===== src/rtl/riscv_ctrl_pkg.sv =====
// Shared RV32 control constants: opcodes, ALU select codes, sequencer states and error codes.
package riscv_ctrl_pkg;

    localparam logic [6:0] OP_R  = 7'b0110011;
    localparam logic [6:0] OP_I  = 7'b0010011;
    localparam logic [6:0] OP_LW = 7'b0000011;
    localparam logic [6:0] OP_SW = 7'b0100011;

    localparam logic [6:0] F7_SUB = 7'b0100000;

    localparam logic [2:0] F3_ADD   = 3'b000;
    localparam logic [2:0] F3_SLT   = 3'b010;
    localparam logic [2:0] F3_XOR   = 3'b100;
    localparam logic [2:0] F3_OR    = 3'b110;
    localparam logic [2:0] F3_AND   = 3'b111;
    localparam logic [2:0] F3_WORD  = 3'b010;

    localparam logic [3:0] ALU_CC_ADD = 4'b0010;
    localparam logic [3:0] ALU_CC_SUB = 4'b0110;
    localparam logic [3:0] ALU_CC_XOR = 4'b1100;
    localparam logic [3:0] ALU_CC_OR  = 4'b0001;
    localparam logic [3:0] ALU_CC_AND = 4'b0000;
    localparam logic [3:0] ALU_CC_SLT = 4'b0111;

    typedef enum logic [2:0] {
        S_IDLE,
        S_FETCH,
        S_DECODE,
        S_EXEC,
        S_MEM,
        S_WB,
        S_ERROR
    } state_t;

    typedef enum logic [1:0] {
        ERR_NONE    = 2'b00,
        ERR_ILLEGAL = 2'b01,
        ERR_TIMEOUT = 2'b10
    } err_t;

    function automatic logic is_mem_op(input logic [6:0] op);
        return (op == OP_LW) || (op == OP_SW);
    endfunction

    function automatic logic uses_imm(input logic [6:0] op);
        return (op == OP_I) || is_mem_op(op);
    endfunction

endpackage


===== src/rtl/multicycle_controller_if.sv =====
// Shared instruction/data memory port: valid/ready request with address-source and direction.
interface multicycle_controller_if;

    logic mem_valid;
    logic mem_ready;
    logic iord;
    logic mem_read;
    logic mem_write;

    modport master (
        output mem_valid, iord, mem_read, mem_write,
        input  mem_ready
    );

    modport slave (
        input  mem_valid, iord, mem_read, mem_write,
        output mem_ready
    );

endinterface


===== src/rtl/multicycle_controller_alu_cc_decoder.sv =====
// Combinational (opcode, funct3, funct7) -> ALU operation select, flagging unsupported encodings.
module alu_cc_decoder
    import riscv_ctrl_pkg::*;
(
    input  logic [6:0] opcode,
    input  logic [2:0] funct3,
    input  logic [6:0] funct7,
    output logic [3:0] alu_cc,
    output logic       illegal
);

    always_comb begin
        alu_cc  = ALU_CC_ADD;
        illegal = 1'b0;
        case (opcode)
            OP_R, OP_I: begin
                case (funct3)
                    // funct7 only distinguishes SUB for register-register ops
                    F3_ADD:  alu_cc = (opcode == OP_R && funct7 == F7_SUB) ? ALU_CC_SUB : ALU_CC_ADD;
                    F3_XOR:  alu_cc = ALU_CC_XOR;
                    F3_OR:   alu_cc = ALU_CC_OR;
                    F3_AND:  alu_cc = ALU_CC_AND;
                    F3_SLT:  alu_cc = ALU_CC_SLT;
                    default: illegal = 1'b1;
                endcase
            end
            OP_LW, OP_SW: illegal = (funct3 != F3_WORD);
            default:      illegal = 1'b1;
        endcase
    end

endmodule


===== src/rtl/multicycle_controller.sv =====
// Multi-cycle RV32 sequencer: FETCH/DECODE/EXEC/MEM/WB over one shared memory port,
// with memory wait timeout, sticky error code and retired-instruction counter.
module multicycle_controller
    import riscv_ctrl_pkg::*;
#(
    parameter int unsigned MEM_TIMEOUT = 15,
    parameter int unsigned CNT_W       = 32
) (
    input  logic                       clk,
    input  logic                       reset,
    input  logic                       run,
    input  logic [6:0]                 opcode,
    input  logic [6:0]                 funct7,
    input  logic [2:0]                 funct3,
    multicycle_controller_if.master    mem,
    output logic                       ir_write,
    output logic                       pc_write,
    output logic                       reg_write,
    output logic                       mem2reg,
    output logic                       alu_src,
    output logic [3:0]                 alu_cc,
    output logic [CNT_W-1:0]           instret,
    output logic [1:0]                 error
);

    localparam int unsigned WAIT_W = $clog2(MEM_TIMEOUT + 1);
    localparam logic [WAIT_W-1:0] WAIT_LAST = WAIT_W'(MEM_TIMEOUT - 1);

    state_t            state_q, state_d;
    state_t            after_retire;
    err_t              err_q, err_d;
    logic [WAIT_W-1:0] wait_q;
    logic [3:0]        dec_cc;
    logic              dec_illegal;
    logic              retire;
    logic              timed_out;
    logic              in_access;

    alu_cc_decoder u_dec (
        .opcode  (opcode),
        .funct3  (funct3),
        .funct7  (funct7),
        .alu_cc  (dec_cc),
        .illegal (dec_illegal)
    );

    // Ready in the final allowed wait cycle still completes the access
    assign timed_out    = !mem.mem_ready && (wait_q == WAIT_LAST);
    assign after_retire = run ? S_FETCH : S_IDLE;
    assign in_access    = (state_q == S_FETCH) || (state_q == S_MEM);
    assign error        = err_q;

    always_comb begin
        state_d       = state_q;
        err_d         = err_q;
        retire        = 1'b0;
        mem.mem_valid = 1'b0;
        mem.iord      = 1'b0;
        mem.mem_read  = 1'b0;
        mem.mem_write = 1'b0;
        ir_write      = 1'b0;
        pc_write      = 1'b0;
        reg_write     = 1'b0;
        mem2reg       = 1'b0;
        alu_src       = 1'b0;
        alu_cc        = '0;
        case (state_q)
            S_IDLE: begin
                if (run) state_d = S_FETCH;
            end
            S_FETCH: begin
                mem.mem_valid = 1'b1;
                mem.mem_read  = 1'b1;
                if (mem.mem_ready) begin
                    ir_write = 1'b1;
                    pc_write = 1'b1;
                    state_d  = S_DECODE;
                end else if (timed_out) begin
                    state_d = S_ERROR;
                    err_d   = ERR_TIMEOUT;
                end
            end
            S_DECODE: begin
                if (dec_illegal) begin
                    state_d = S_ERROR;
                    err_d   = ERR_ILLEGAL;
                end else begin
                    state_d = S_EXEC;
                end
            end
            S_EXEC: begin
                alu_src = uses_imm(opcode);
                alu_cc  = dec_cc;
                state_d = is_mem_op(opcode) ? S_MEM : S_WB;
            end
            S_MEM: begin
                mem.mem_valid = 1'b1;
                mem.iord      = 1'b1;
                mem.mem_read  = (opcode == OP_LW);
                mem.mem_write = (opcode == OP_SW);
                alu_src       = 1'b1;
                alu_cc        = ALU_CC_ADD;
                if (mem.mem_ready) begin
                    if (opcode == OP_LW) begin
                        state_d = S_WB;
                    end else begin
                        retire  = 1'b1;
                        state_d = after_retire;
                    end
                end else if (timed_out) begin
                    state_d = S_ERROR;
                    err_d   = ERR_TIMEOUT;
                end
            end
            S_WB: begin
                reg_write = 1'b1;
                mem2reg   = (opcode == OP_LW);
                alu_src   = uses_imm(opcode);
                alu_cc    = dec_cc;
                retire    = 1'b1;
                state_d   = after_retire;
            end
            S_ERROR: begin
                state_d = S_ERROR;
            end
            default: state_d = S_IDLE;
        endcase
    end

    always_ff @(posedge clk or negedge reset) begin
        if (!reset) begin
            state_q <= S_IDLE;
            err_q   <= ERR_NONE;
            wait_q  <= '0;
            instret <= '0;
        end else begin
            state_q <= state_d;
            err_q   <= err_d;
            if (retire) instret <= instret + CNT_W'(1);
            if ((state_d == S_FETCH || state_d == S_MEM) && state_d != state_q)
                wait_q <= '0;
            else if (in_access && !mem.mem_ready)
                wait_q <= wait_q + 1'b1;
        end
    end

endmodule


===== src/flat_wrapper.sv =====
// flat-port wrapper written by rule: the top's interface ports become plain ports
module multicycle_controller_flat import riscv_ctrl_pkg::*;
#(
    parameter int unsigned MEM_TIMEOUT = 15,
    parameter int unsigned CNT_W       = 32
)
  (clk, reset, run, opcode, funct7, funct3, ir_write, pc_write, reg_write, mem2reg, alu_src, alu_cc, instret, error, mem_mem_valid, mem_iord, mem_mem_read, mem_mem_write, mem_mem_ready);
  multicycle_controller_if mem_i ();
  input  logic clk;
  input  logic reset;
  input  logic run;
  input  logic [6:0] opcode;
  input  logic [6:0] funct7;
  input  logic [2:0] funct3;
  output logic ir_write;
  output logic pc_write;
  output logic reg_write;
  output logic mem2reg;
  output logic alu_src;
  output logic [3:0] alu_cc;
  output logic [CNT_W-1:0] instret;
  output logic [1:0] error;
  output wire logic [$bits(mem_i.mem_valid)-1:0] mem_mem_valid;
  output wire logic [$bits(mem_i.iord)-1:0] mem_iord;
  output wire logic [$bits(mem_i.mem_read)-1:0] mem_mem_read;
  output wire logic [$bits(mem_i.mem_write)-1:0] mem_mem_write;
  input wire logic [$bits(mem_i.mem_ready)-1:0] mem_mem_ready;
  assign mem_mem_valid = mem_i.mem_valid;
  assign mem_iord = mem_i.iord;
  assign mem_mem_read = mem_i.mem_read;
  assign mem_mem_write = mem_i.mem_write;
  assign mem_i.mem_ready = mem_mem_ready;
  multicycle_controller #(.MEM_TIMEOUT(MEM_TIMEOUT), .CNT_W(CNT_W)) u_core (.clk(clk), .reset(reset), .run(run), .opcode(opcode), .funct7(funct7), .funct3(funct3), .mem(mem_i), .ir_write(ir_write), .pc_write(pc_write), .reg_write(reg_write), .mem2reg(mem2reg), .alu_src(alu_src), .alu_cc(alu_cc), .instret(instret), .error(error));
endmodule

===== config.mk =====
export PLATFORM = sky130hd
export DESIGN_NAME = multicycle_controller_flat
export DESIGN_NICKNAME = d
export VERILOG_FILES = /design/src/rtl/riscv_ctrl_pkg.sv /design/src/rtl/multicycle_controller_if.sv /design/src/rtl/multicycle_controller_alu_cc_decoder.sv /design/src/rtl/multicycle_controller.sv /design/src/flat_wrapper.sv
export SDC_FILE = /design/constraint.sdc
export NUM_CORES = 1
export LEC_CHECK = 0
export BUFFER_PORTS_ARGS = -buffer_cell sky130_fd_sc_hd__buf_4
export CAP_MARGIN = 20
export CORE_MARGIN = 3
export CORE_UTILIZATION = 45
export DETAILED_ROUTE_END_ITERATION = 12
export HOLD_SLACK_MARGIN = 0.15
export PLACE_DENSITY = 0.71
export SLEW_MARGIN = 20
export SYNTH_ARGS = -nofsm -noshare
export SYNTH_HDL_FRONTEND = slang
export SYNTH_SLANG_ARGS = --single-unit

===== constraint.sdc =====
create_clock -name clk -period 5.76 [get_ports clk]
set_clock_uncertainty 0.05 [all_clocks]
set_input_delay 1.728 -clock clk [delete_from_list [all_inputs] [get_ports clk]]
set_output_delay 1.728 -clock clk [all_outputs]
set_load 0.01 [all_outputs]

==> out/metrics.cfg <==
[floorplan]
die_y_um = 78.1
die_area_um2 = 6090
num_rows = 25
pin_count = 68
core_region_area_um2 = 4880
start_util_pct = 47.9
chipWidth_um = 78.1

[synth]
yosysUniqueCellTypes = 55
synth_ff_type = dfrtp_1
syn-num-nets = 253
syn-cell-area_um2 = 2340
syn_inst = 229
async_reset_ff_share_pct = 100
synth_edf_count = 0
synth_seq_area_share_pct = 43.9
synth_area_per_cell_um2 = 10.2
yosys_register_bits = 41
yosysWarnings = 0

[clocking]
cts_max_level = 2
cts.path.max_buffers = 2
post_cts_buffers = 0
tritoncts = built
clk_pin_slew_ns = 0.08
clock_sinks = 41
cts_root_buf = clkbuf_8
clk_latency_ns = 0.29
cts_made_buffers = 5
cts_hold_buffers = 0
cts-resized-gates = 0

[power_and_ir_drop]
leakage_nw = 1.40
p_per_area_nw_per_um2 = 331
ir_drop_mv = 0.215

[worst_setup_path]
start_kind = primary input
path_cells = buf_4 > nand3b_4 > nor3_1 > nand2_1 > or4_1 > nor3b_1 > buf_4
startpoint = opcode[6]
reg2reg_from = u_core.state_q[1]
critical_path_class = in2out
slowest_delay_ns = 0.54
path_common_cell = buf_4
cp.arrival_ns = 3.37
worstPathRequired_ns = 3.98
end_kind = output pin
path_max_fanout = 6
crit_slowest_cell = or4_1

[drt]
first_pass_iters = 4
first_iter_violations = 57
via_count = 1939
ant_nets = 0
drt-total-wl_um = 5090
wl_per_cell_um = 13.9
drc_errors = 0
vias_per_cell = 5.30

[placed_design]
pre_cts_slack_ns = 0.616
dp_cells = 358
numPortBuffers = 67
hpwl_um = 3790
gp_congestion = 0.764

[sta]
relSlewSlack_pct = 54.5
final_max_slew_viol_count = 0
fin_tns_setup_ns = 0
max_freq_mhz = 194
final.period_utilization_pct = 89.4
fin_crit_ns = 5.15
tightest_slew_ns = 0.677
rsz0062_at_grt = false
worst_slack_ns = 0.610
hold_violations = 0
setup_viol = 0

[min_path]
worstHoldStart = u_core.instret[31]
hp-class = reg2reg

[cells_and_area]
fin_cells = 366
diodes = 0
fin_nets = 322
drive_above_1_share_pct = 32.8
syn2layout_area_growth_pct = 29.2
fill_cells = 449

[outcome]
status = finished clean

[grt]
grt_pass1_wl_um = 8580
track_usage_pct = 17.7
grt_pass1_vias = 1820
grt_overflow_total = 0
antenna_found_initial = 0
grt_max_degree = 42

[job]
maxCapViolCount = 0

## flip-flops by register name, indices dropped and copies added (netlist names)
name            count
u_core.instret     32
u_core.error        2
u_core.state_q      3
u_core.wait_q       4
## layer usage
layer,global-route usage (%),share of wire (%)
met5,0,0
met4,5.42,1.0
met3,4.24,5.0
met2,28.6,49
met1,23.6,45
## power by group
part	internal, mW	switching [mW]	total, mW	leakage (nW)
sequential	0.323	0.0671	0.390	0.532
combinational	0.156	0.177	0.332	0.800
clock	0.174	0.103	0.277	0.0687
## cells in the mapped netlist, drive strengths merged (2+ instances only)
library cell  count  area [µm²]
and2              3        21.3
inv              13        48.8
a21oi             6        33.8
nand3            17        85.1
nor3              9        50.1
o21ai             9        60.1
or3               2        13.8
nor3b             2        15.0
nor2             17        66.3
xor2             12         105
nand2            20        75.1
nor4              4        40.0
and3              7        53.8
xnor2            23         201
a2111oi           2        42.5
buf               4        35.0
ha                3        37.5
and4              2        17.5
nand2b            3        26.3
a211oi            4        60.1
or4               2        18.8
dfrtp            41        1030
nand4            10        75.1
## worst max-delay path, delay by kind of cell
| family | cells | cell delay, ns |
|---|---|---|
| buf+inv | 2 | 0.27 |
| simple gates | 5 | 1.38 |
## stage by stage
| stage | area [µm²] | utilization (%) | hold slack [ns] | power [mW] |
|---|---|---|---|---|
| floorplan | 2340 | - | 0.454 | 0.616 |
| global route | 3020 | 61.9 | 0.464 | 1.06 |
| detailed placement | 2880 | 59.1 | 0.411 | 0.726 |
| global placement | 2880 | 59.1 | 0.412 | 0.719 |
| CTS | 3020 | 61.9 | 0.426 | 1.01 |
| finish | 3020 | 61.9 | 0.426 | 0.999 |
## final cells by class
class | count | area (µm²) | area share [%]
tap | 67 | 83.8 | 2.78
clock buffer | 5 | 68.8 | 2.28
timing repair buffer | 67 | 503 | 16.7
clock inverter | 3 | 68.8 | 2.28
inverter | 13 | 48.8 | 1.62
sequential | 41 | 1030 | 34.0
multi-input combinational | 170 | 1220 | 40.4
## cells in the final DEF, fill, tap and decap left out, types with 2 or more instances in the layout
cell type   n
nor2_1     16
nor4_1      3
bufinv_16   2
inv_1      13
ha_1        3
and4_1      2
xor2_1     12
nor3b_1     2
a211oi_4    2
o21ai_1     2
nor3_1      8
a21oi_1     5
o21ai_0     5
nand4_2     2
buf_4      67
nand2_1    20
and3_1      5
and3_4      2
and2_1      2
clkbuf_8    5
xnor2_1    23
nand2b_1    2
dfrtp_1    41
nand4_1     8
nand3_1    17
## cell families (layout without fill, tap and decap cells)
family | after synthesis | count (layout) | share of synthesized area [%]
buf+inv | 18 | 88 | 3.91
simple gates | 103 | 103 | 26.2
compound gates | 28 | 28 | 10.8
flops | 41 | 41 | 43.9
fa+ha+maj | 3 | 3 | 1.61
xor+xnor | 35 | 35 | 13.1
mux | 1 | 1 | 0.482
## final timing paths
kind                                      end  slack (ns)  cells past startpoint
max                                 alu_cc[3]        0.61                      7
min                        u_core.instret[31]        0.43                      1
min in group asynchronous  u_core.instret[30]        1.36                      1
min reg2reg                u_core.instret[31]        0.43                      1
max in group asynchronous   u_core.state_q[1]        3.94                      1
max reg2reg                  u_core.wait_q[3]        3.68                      6
Note: power is estimated with default switching activity, not from simulation.
